--- config.mk ---
export PLATFORM = sky130hd
export DESIGN_NAME = i2c_poll_scheduler
export DESIGN_NICKNAME = d
export VERILOG_FILES = /design/src/rtl/i2c_poll_scheduler.sv
export SDC_FILE = /design/constraint.sdc
export NUM_CORES = 1
export LEC_CHECK = 0
export CORE_MARGIN = 2
export CORE_UTILIZATION = 58
export DETAILED_ROUTE_END_ITERATION = 12
export HOLD_SLACK_MARGIN = 0.03
export PLACE_DENSITY = 0.85
export SYNTH_ARGS = -nofsm -noshare
export SYNTH_HDL_FRONTEND = slang
export SYNTH_SLANG_ARGS = --single-unit
--- constraint.sdc ---
create_clock -name clock -period 3.2 [get_ports clock]
set_clock_uncertainty 0.1 [all_clocks]
set_input_delay 0.48 -clock clock [delete_from_list [all_inputs] [get_ports clock]]
set_output_delay 0.48 -clock clock [all_outputs]
set_load 0.02 [all_outputs]
--- src/rtl/i2c_poll_scheduler.sv ---
// Round-robin scheduler driving a single i2c_poll instance across a table of
// (device, register) slots; reports one tagged result per transaction.
module i2c_poll_scheduler #(
    parameter int NUM_SLOTS      = 4,
    parameter int SETUP_CYCLES   = 16,
    parameter int TIMEOUT_CYCLES = 2000000,
    parameter int GAP_CYCLES     = 1000
) (
    input  logic        clock,
    input  logic        reset,
    input  logic        enable,
    input  logic        cfg_we,
    input  logic [2:0]  cfg_slot,
    input  logic [6:0]  cfg_device,
    input  logic [7:0]  cfg_register,
    input  logic        cfg_slot_en,
    input  logic [4:0]  poll_state,
    input  logic [47:0] poll_reading,
    output logic        poll_reset,
    output logic [6:0]  poll_device_address,
    output logic [7:0]  poll_register_address,
    output logic        result_valid,
    output logic [2:0]  result_slot,
    output logic [1:0]  result_status,
    output logic [47:0] result_data,
    output logic        busy,
    output logic [2:0]  current_slot
);

    localparam int SW = (SETUP_CYCLES   > 1) ? $clog2(SETUP_CYCLES)   : 1;
    localparam int TW = (TIMEOUT_CYCLES > 1) ? $clog2(TIMEOUT_CYCLES) : 1;
    localparam int GW = (GAP_CYCLES     > 1) ? $clog2(GAP_CYCLES)     : 1;

    typedef enum logic [2:0] {
        S_IDLE, S_SELECT, S_SETUP, S_RUN, S_CAPTURE, S_REPORT, S_GAP
    } state_e;

    state_e state_q, state_d;

    logic [6:0]           dev_q [NUM_SLOTS];
    logic [7:0]           reg_q [NUM_SLOTS];
    logic [NUM_SLOTS-1:0] en_q;

    logic [2:0]    ptr_q;
    logic [2:0]    cur_q;
    logic [6:0]    dev_addr_q;
    logic [7:0]    reg_addr_q;
    logic [2:0]    rslot_q;
    logic [1:0]    rstatus_q;
    logic [47:0]   rdata_q;
    logic          ack_phase_q;
    logic          nack_seen_q;
    logic [SW-1:0] setup_cnt_q;
    logic [TW-1:0] to_cnt_q;
    logic [GW-1:0] gap_cnt_q;

    logic [4:0] ps_meta_q, ps_sync_q, ps_prev_q, ps_stable_q;

    logic       found;
    logic [2:0] sel_slot;
    logic [6:0] sel_dev;
    logic [7:0] sel_reg;
    logic [3:0] cand;
    logic       any_en;

    logic setup_done, gap_done, tmo_fire, nack_fire, succ_fire, ack_code;

    assign poll_device_address   = dev_addr_q;
    assign poll_register_address = reg_addr_q;
    assign result_slot           = rslot_q;
    assign result_status         = rstatus_q;
    assign result_data           = rdata_q;
    assign current_slot          = cur_q;

    assign any_en     = |en_q;
    assign setup_done = (setup_cnt_q == SW'(SETUP_CYCLES - 1));
    assign gap_done   = (gap_cnt_q == GW'(GAP_CYCLES - 1));
    assign tmo_fire   = (to_cnt_q == TW'(TIMEOUT_CYCLES - 1));
    assign ack_code   = (ps_stable_q == 5'd8) || (ps_stable_q == 5'd13) ||
                        (ps_stable_q == 5'd23);
    assign nack_fire  = (ps_stable_q == 5'd0) && ack_phase_q;
    assign succ_fire  = (ps_stable_q == 5'd31) && nack_seen_q;

    // A code is only trusted once two consecutive synchronized samples agree.
    always_ff @(posedge clock or negedge reset) begin
        if (!reset) begin
            ps_meta_q   <= '0;
            ps_sync_q   <= '0;
            ps_prev_q   <= '0;
            ps_stable_q <= '0;
        end else begin
            ps_meta_q <= poll_state;
            ps_sync_q <= ps_meta_q;
            ps_prev_q <= ps_sync_q;
            if (ps_sync_q == ps_prev_q) begin
                ps_stable_q <= ps_sync_q;
            end
        end
    end

    // First enabled slot at or after the pointer, wrapping modulo NUM_SLOTS.
    always_comb begin
        found    = 1'b0;
        sel_slot = '0;
        sel_dev  = '0;
        sel_reg  = '0;
        cand     = '0;
        for (int unsigned i = 0; i < NUM_SLOTS; i++) begin
            cand = {1'b0, ptr_q} + 4'(i);
            if (cand >= 4'(NUM_SLOTS)) begin
                cand = cand - 4'(NUM_SLOTS);
            end
            for (int unsigned j = 0; j < NUM_SLOTS; j++) begin
                if (!found && en_q[j] && (cand[2:0] == 3'(j))) begin
                    found    = 1'b1;
                    sel_slot = 3'(j);
                    sel_dev  = dev_q[j];
                    sel_reg  = reg_q[j];
                end
            end
        end
    end

    always_ff @(posedge clock or negedge reset) begin
        if (!reset) begin
            state_q <= S_IDLE;
        end else begin
            state_q <= state_d;
        end
    end

    always_comb begin
        state_d = state_q;
        case (state_q)
            S_IDLE:    if (enable && any_en) state_d = S_SELECT;
            S_SELECT:  state_d = found ? S_SETUP : S_IDLE;
            S_SETUP:   if (setup_done) state_d = S_RUN;
            S_RUN: begin
                if (succ_fire) begin
                    state_d = S_CAPTURE;
                end else if (nack_fire || tmo_fire) begin
                    state_d = S_REPORT;
                end
            end
            S_CAPTURE: state_d = S_REPORT;
            S_REPORT:  state_d = S_GAP;
            S_GAP:     if (gap_done) state_d = enable ? S_SELECT : S_IDLE;
            default:   state_d = S_IDLE;
        endcase
    end

    always_comb begin
        poll_reset   = 1'b1;
        result_valid = 1'b0;
        busy         = 1'b0;
        case (state_q)
            S_SETUP:   busy = 1'b1;
            S_RUN,
            S_CAPTURE: begin
                poll_reset = 1'b0;
                busy       = 1'b1;
            end
            S_REPORT:  result_valid = 1'b1;
            default:   ;
        endcase
    end

    always_ff @(posedge clock or negedge reset) begin
        if (!reset) begin
            for (int unsigned i = 0; i < NUM_SLOTS; i++) begin
                dev_q[i] <= '0;
                reg_q[i] <= '0;
            end
            en_q        <= '0;
            ptr_q       <= '0;
            cur_q       <= '0;
            dev_addr_q  <= '0;
            reg_addr_q  <= '0;
            rslot_q     <= '0;
            rstatus_q   <= '0;
            rdata_q     <= '0;
            ack_phase_q <= 1'b0;
            nack_seen_q <= 1'b0;
            setup_cnt_q <= '0;
            to_cnt_q    <= '0;
            gap_cnt_q   <= '0;
        end else begin
            for (int unsigned i = 0; i < NUM_SLOTS; i++) begin
                if (cfg_we && (cfg_slot == 3'(i))) begin
                    dev_q[i] <= cfg_device;
                    reg_q[i] <= cfg_register;
                    en_q[i]  <= cfg_slot_en;
                end
            end
            case (state_q)
                S_SELECT: begin
                    if (found) begin
                        dev_addr_q  <= sel_dev;
                        reg_addr_q  <= sel_reg;
                        cur_q       <= sel_slot;
                        setup_cnt_q <= '0;
                    end
                end
                S_SETUP: begin
                    setup_cnt_q <= setup_cnt_q + 1'b1;
                    ack_phase_q <= 1'b0;
                    nack_seen_q <= 1'b0;
                    to_cnt_q    <= '0;
                end
                S_RUN: begin
                    to_cnt_q <= to_cnt_q + 1'b1;
                    if (ack_code) ack_phase_q <= 1'b1;
                    if (ps_stable_q == 5'd30) nack_seen_q <= 1'b1;
                    if (!succ_fire && (nack_fire || tmo_fire)) begin
                        rstatus_q <= nack_fire ? 2'd1 : 2'd2;
                        rdata_q   <= '0;
                        rslot_q   <= cur_q;
                    end
                end
                S_CAPTURE: begin
                    rdata_q   <= poll_reading;
                    rstatus_q <= 2'd0;
                    rslot_q   <= cur_q;
                end
                S_REPORT: begin
                    ptr_q     <= (cur_q == 3'(NUM_SLOTS - 1)) ? 3'd0 : cur_q + 3'd1;
                    gap_cnt_q <= '0;
                end
                S_GAP: gap_cnt_q <= gap_cnt_q + 1'b1;
                default: ;
            endcase
        end
    end

endmodule

After elaboration in Yosys (flattened, before gate mapping)
Cells that the tools add are included.
W data, S select, Z words.
{"block": "totals", "regBits": 198, "inputBits": 76, "out_inout_bits": 74, "word_cells": 255}
{"block": "op_classes", "addsub": 11, "order_cmp": 4, "n_eq_ne": 39, "mux": 94, "n_reduce_logical": 78}
{"cell": "$mux W8", "n": 16}
{"cell": "$mux W7", "n": 16}
{"cell": "$pmux W48 S2", "n": 1}
{"cell": "$mux W3", "n": 25}
{"cell": "$mux W48", "n": 1}
{"cell": "$pmux W21 S2", "n": 1}
{"cell": "$eq A3 B2 Y1 const B", "n": 13}
{"cell": "$logic_and A1 B1 Y1", "n": 39}
{"cell": "$mux W1", "n": 23}
{"cell": "$add A21 B1 Y21 const B", "n": 1}
{"cell": "$eq A21 B21 Y1 const B", "n": 1}
{"cell": "$pmux W3 S7", "n": 1}
{"cell": "$pmux W10 S2", "n": 1}
{"cell": "$eq A3 B1 Y1 const B", "n": 6}
{"cell": "$logic_not A3 Y1", "n": 6}
{"cell": "$logic_not A1 Y1", "n": 16}
{"cell": "$eq A5 B5 Y1 const B", "n": 3}
{"cell": "$ne A2 B2 Y1 const B", "n": 7}
{"cell": "$ge A4 B3 Y1 const B", "n": 3}
{"cell": "$sub A3 B3 Y3 const B", "n": 4}
{"cell": "$add A10 B1 Y10 const B", "n": 1}
{"cell": "$eq A10 B10 Y1 const B", "n": 1}
{"cell": "$eq A5 B4 Y1 const B", "n": 2}
{"cell": "$reduce_and A2 Y1", "n": 5}
{"cell": "other kinds (22)", "n": 33}

Depth between registers and ports, before layout
Gate-level depths: netlist (run 1).
{"block": "logic_depth", "ltp_word": 67, "mapped_depth": 8}

Least setup slack after synthesis (run 1)
No wires, ideal clock.
{"block": "synth_path", "kind": "reg2out", "startpoint": "reg state_q[2]", "endpoint": "out busy", "t_arrival_ns": 1.483, "setup_slack_ns": 1.137, "stages_incl_launch_ff": 5, "path_buffers": 2, "cell_sequence": "dfrtp_1 clkbuf_1 nor3b_2 clkbuf_1 or2_2"}
{"block": "synth_between", "elab_chain_len": 3, "word_cells_on_any_way": 5}
{"element": "start: declaration", "line_no": "38", "source": "state_e state_q, state_d;"}
{"element": "start signal: assignment", "line_no": "128", "source": "state_q <= state_d;"}
{"element": "$eq A3 B2 Y1 / $eq A3 B3 Y1 (equally long branches)", "line_no": "156", "source": "case (state_q)"}
{"element": "$reduce_or A3 Y1 (no source line) (*)"}
{"element": "$mux W1 (*)", "line_no": "156"}
{"element": "end: declaration", "line_no": "26", "source": "output logic busy,"}
Every way passes the cells marked *; elsewhere a longest branch is shown, timed or not.

Final worst setup path (run 1)
{"block": "layout_path", "startpoint": "reg state_q[1]", "endpoint": "out busy"}
The elaborated chain is that of the path after synthesis.

==> impl_metrics.yaml, run 1 <==
yosys:
  yosysWarnings: 0
  synthFlopType: "dfrtp_1"
  synth_area_per_cell_um2: 11.0
  synth_edf_count: 0
  synthCells: 862
  netlist_area_um2: 9450
  async_reset_ff_frac: 1.00
  synth-seq-cells: 195
  ys_types: 74
  ys_seq_area_frac: 0.517
global_routing:
  grt_pass1_vias: 7622
  met3_usage: 0.0633
  grt_overflow: 0
  use_met2: 0.460
  antenna_found_initial: 0
  grt_use_met1: 0.387
  grt_max_degree: 76
  grt_pass1_wl_um: 40300
  gr-max-usage-layer: "met2"
  track_usage: 0.287
clock_network:
  clk_pin_slew_worst_paths_ns: 0.07
  clock_latency_ns: 0.44
  cts_buffer_depth: 2
  cts_tree: "built"
  cts_buffers: 17
  post-cts-setup-buffers: 0
  cts-root-buf: "clkbuf_16"
  cts_resized: 0
  numClockSinks: 195
  htreeDepth: 4
detailed_routing:
  ant_nets: 0
  vias: 7934
  wl_per_cell_um: 20.0
  drtPass1Iterations: 8
  drt-total-wl_um: 24600
  viasPerCell: 6.47
  drtIter0Drc: 1040
  drc: 0
sta:
  fin_crit_ns: 2.99
  fmax_mhz: 334
  finalCritPeriodShare: 0.935
  setup_viol: 0
  worst_pin_slew_ns: 0.882
  drv_slew: 0
  whs_ns: 0.249
  relSlewSlack: 0.408
  setup_tns_ns: 0
  hold_viol_final: 0
  rsz0062_at_grt: "false"
place:
  dp_hpwl_um: 16300
  gp_congestion: 0.943
  io_buffers: 147
setup_path:
  end_kind: "primary output"
  cp.arrival_ns: 2.41
  crit_path_top_delay_cell: "clkdlybuf4s50_1"
  start_kind: "register"
  path_cells: "nor2b_1 > or2_2 > clkdlybuf4s50_1"
  max_stage_delay_ns: 0.61
  critPathMaxFanout: 11
  critPathKind: "reg -> out"
  critPathRequiredTime_ns: 2.62
outcome:
  outcome: "completed"
finish:
  fin_nets: 1078
  drive_gt1_frac: 0.142
  area_growth_pct: 24.5
  n_antenna_cell: 0
power:
  swShare: 0.382
  p_int_uw: 6160
  power.share.sequential: 0.389
  leakagePower_uw: 0.00498
  finalPower_uw: 9970
  vdd_ir_drop_max_uv: 444
  p_switching_uw: 3810
  power_density_nw_per_um2: 848
  pwr-share-clk: 0.209
  pwr-share-comb: 0.402
floorplanning:
  row_count: 46
  fp.dieArea_um2: 17300
  coreArea_um2: 15900
  start_util: 0.595
  die_y_um: 132
  ios: 150
  die_w_um: 132
flow_run:
  maxCapViolCount: 0
worst_hold_path:
  hold_path.class: "reg -> reg"
## worst max-delay path, delay by kind of cell (launching register included)
kind                   cells  cell delay [ns]
buffers and inverters      1             0.61
and+or+nand+nor            2             0.82
DFF                        1             0.54
## power by group through the flow
stage | sequential, µW | clock (µW) | combinational, µW
CTS | 3850 | 2110 | 3990
global route | 3960 | 2220 | 4300
finish | 3870 | 2090 | 4000
global placement | 3850 | 0 | 3850
floorplan | 4100 | 0 | 2140
detailed placement | 3870 | 0 | 3960
## per-layer routing
| layer | vias up | part of all wire |
|---|---|---|
| met5 | - | 0 |
| li1 | 3562 | - |
| met3 | 71 | 0.081 |
| met2 | 436 | 0.49 |
| met4 | 0 | 0.025 |
| met1 | 3865 | 0.41 |
## stage by stage
stage               utilization  worst slack (ns)  cells  instance area [µm²]
floorplan                     -              1.14    863                 9450
global placement          0.703             0.655   1194                11200
detailed placement        0.703             0.556   1194                11200
CTS                       0.740             0.179   1227                11800
global route              0.740            0.0830   1227                11800
finish                    0.740             0.209   1227                11800
## layout by cell type, fill, tap and decap left out, drive strengths merged, types with 5 or more instances in the layout
cell | synthesis | layout
o22ai | 9 | 9
dfrtp | 195 | 195
clkbuf | 21 | 18
mux2 | 69 | 69
a31oi | 11 | 11
a21o | 7 | 7
a221oi | 17 | 17
o2111ai | 6 | 6
or3 | 5 | 5
o221ai | 7 | 7
nor3 | 18 | 18
a221o | 8 | 8
nor2b | 8 | 8
clkdlybuf4s50 | 0 | 146
and4 | 7 | 7
nand2b | 10 | 10
nor2 | 50 | 50
nand2 | 71 | 71
and3 | 18 | 18
nand3 | 33 | 33
a22o | 55 | 55
a222oi | 11 | 11
inv | 7 | 12
a21oi | 34 | 34
mux2i | 15 | 15
and2 | 6 | 6
a22oi | 13 | 13
buf | 34 | 23
o22a | 5 | 5
o21ai | 44 | 44
nand4 | 8 | 8
clkinv | 0 | 6
## what timing repair did
| item | CTS | global route |
|---|---|---|
| hold buffers | 1 | 0 |
| endpoints found under the setup margin | 0 | 0 |
| endpoints found under the hold margin | 72 | 0 |
## cell usage after synthesis (all sizes together) (4+ instances only)
cell	number	share of area
ha	4	0.0053
and2	6	0.0040
or2	4	0.0026
nand2	71	0.028
a221oi	17	0.016
buf	34	0.020
xnor2	4	0.0037
nand4	8	0.0053
nor2	50	0.021
nand3	33	0.017
a22o	55	0.051
nand2b	10	0.0074
o21ai	44	0.023
mux2i	15	0.016
nor4bb	4	0.0042
o211ai	4	0.0032
a22oi	13	0.010
a21o	7	0.0056
inv	7	0.0028
a21oi	34	0.019
o22a	5	0.0046
clkbuf	21	0.0085
dfrtp	195	0.52
mux2	69	0.082
o221ai	7	0.0065
a31oi	11	0.0073
nor3	18	0.011
or3	5	0.0033
nor2b	8	0.0056
o22ai	9	0.0060
a222oi	11	0.012
a221o	8	0.0085
o2111ai	6	0.0056
and3	18	0.012
and4	7	0.0065
## kinds of logic after synthesis
family,share of synthesized area
and+or+nand+nor,0.146
AOI/OAI and AO/OA,0.197
DFF,0.517
muxes,0.0981
buffers and inverters,0.0315
xor gates and xnor gates,0.00556
adders and majority gates,0.00530
other,0.000397
## cell type report
class                      instances  area (µm²)
tap                              216         270
clock inverter                    15         149
clock buffer                      17         425
timing repair buffer             171        1680
inverter                           7        26.3
multi-input combinational        606        4320
fill                            1095        4130
sequential                       195        4880
## sequential cells by signal (all words and copies together) (netlist names), 5 cells and up
register	cells
gap_cnt_q	10
dev_q	28
result_data	48
poll_register_address	8
ps_sync_q	5
reg_q	32
ps_stable_q	5
ps_meta_q	5
poll_device_address	7
ps_prev_q	5
to_cnt_q	21
## worst paths after layout
check                             startpoint                       end  slack, ns  cells past startpoint
min in group asynchronous              reset               to_cnt_q[5]       0.53                      2
worst max-delay path              state_q[1]                      busy       0.21                      3
worst min-delay path            ps_meta_q[2]              ps_sync_q[2]       0.25                      0
max in group asynchronous              reset    poll_device_address[1]       1.69                      3
worst max register to register       en_q[3]  poll_register_address[2]       0.45                      5
worst min register to register  ps_meta_q[2]              ps_sync_q[2]       0.25                      0
Note: power is estimated with default switching activity, not from simulation.
==> inputs of run 2 (changes only) <==
- CORE_MARGIN: 2 -> 5
- PLACE_DENSITY: 0.85 -> 0.95
==> run 2 against run 1 <==
Net effect:
- worst hold slack worse by 0.24 ns
- global-route usage is 1.6 points lower
- count of clock-buffer cells in the layout stayed put
==> impl_metrics.yaml, run 2 (synthesis results as in run 1) <==
floorplanning:
  coreArea_um2: 15900
  fp.dieArea_um2: 18900
  start_util: 0.593
  row_count: 46
  die_y_um: 138
  ios: 150
  die_w_um: 138
place:
  dp_hpwl_um: 17200
  dpl_cell_area_um2: 11200
  dp.cells: 1196
  gp_congestion: 0.932
  io_buffers: 147
power:
  p_int_uw: 6100
  power_density_nw_per_um2: 849
  finalPower_uw: 9990
  vdd_ir_drop_max_uv: 512
  pwr-share-comb: 0.409
  p_switching_uw: 3880
  pwr-share-clk: 0.205
  leakagePower_uw: 0.00498
  power.share.sequential: 0.386
  swShare: 0.389
finish:
  design_area_um2: 11800
  final_common_cell: "dfrtp_1"
  final_cell_mix: "195 x dfrtp_1, 146 x clkdlybuf4s50_1, 70 x nand2_1"
  fin_nets: 1079
  n_fill_cell: 1071
  n_antenna_cell: 0
  multi_input_area_um2: 4320
  regArea_um2: 4880
  final_cells: 1228
  largest_reg_flops: 48
  area_growth_pct: 24.5
  drive_gt1_frac: 0.144
setup_path:
  start_kind: "register"
  critPathRequiredTime_ns: 2.62
  reg2reg_depth: 7
  r2r-start: "en_q[0]"
  critPathMaxFanout: 18
  crit_start: "state_q[0]"
  end_kind: "primary output"
  critical_path.endpoint: "result_valid"
  critPathKind: "reg -> out"
  rrSetupSlack_ns: 0.48
  reg2reg_to: "poll_register_address[3]"
  cp.arrival_ns: 2.44
sta:
  hold_viol_final: 0
  fmax_mhz: 332
  setup_tns_ns: 0
  relSlewSlack: 0.361
  fin_crit_ns: 3.02
  whs_ns: 0.00785
  drv_slew: 0
  rsz0062_at_grt: "false"
  worst_pin_slew_ns: 0.957
  finalCritPeriodShare: 0.942
  setup_viol: 0
detailed_routing:
  viasPerCell: 6.59
  drtIter0Drc: 1383
  drtPass1Iterations: 8
  wl_per_cell_um: 20.7
  drt-total-wl_um: 25400
  vias: 8093
  drc: 0
  ant_nets: 0
worst_hold_path:
  hold_path.class: "in -> async"
clock_network:
  cts-root-buf: "clkbuf_16"
  clock_latency_ns: 0.44
  cts_tree: "built"
  cts_buffers: 17
  cts_buffer_depth: 2
  numClockSinks: 195
  clk_pin_slew_worst_paths_ns: 0.07
  cts-hold-fix-buffers: 0
  htreeDepth: 4
  cts_resized: 0
  post-cts-setup-buffers: 0
global_routing:
  grt_pass1_wl_um: 40400
  track_usage: 0.271
  grt_max_degree: 97
  antenna_found_initial: 0
  grt_overflow: 0
  grt_pass1_vias: 8025
outcome:
  outcome: "completed"
flow_run:
  maxCapViolCount: 0
## run 2: layout make-up
cell class	instances	share of cell area
flip-flops and latches	195	0.415
multi-input cells	606	0.368
repair buffers	172	0.144
clock buffers	17	0.0362
well taps	216	0.0230
clock inverters	15	0.0124
inverters	7	0.00223
## run 2: per-layer routing
metal,share of wire,vias up,GRT usage,wire [µm]
li1,-,3564,-,-
met1,0.39,3918,0.345,9840
met2,0.49,510,0.441,12400
met3,0.091,101,0.0562,2300
met4,0.035,0,0.132,890
met5,0,-,0,0
## run 2: worst min-delay path by stage
stage                              end  slack (ns)  cells after the start
after floorplan            ack_phase_q        0.08                      0
after global placement    ps_sync_q[0]        0.23                      0
after detailed placement  ps_sync_q[4]        0.23                      0
after CTS                  ack_phase_q        0.04                      1
after global routing      ps_prev_q[0]        0.08                      1
final                     ps_prev_q[0]       0.008                      1
## run 2: critical path: stages, from the launching register on
cell	delay (ns)
dfrtp_1	0.80
nand3b_1	0.33
inv_1	0.22
clkdlybuf4s50_1	0.64
## run 2: stage by stage
stage | util | setup slack, ns
6_report | 0.738 | 0.184
5_1_grt | 0.738 | 0.0585
4_1_cts | 0.738 | 0.189
3_5_place_dp | 0.702 | 0.628
3_3_place_gp | 0.702 | 0.712
2_1_floorplan | - | 1.14
## run 2: power by group through the flow
stage	Combinational (µW)	Sequential [µW]	Clock (µW)
after global placement	3890	3830	0
after detailed placement	4010	3860	0
after floorplan	2140	4100	0
final	4080	3860	2040
after global routing	4380	3940	2180
after CTS	4060	3830	2070
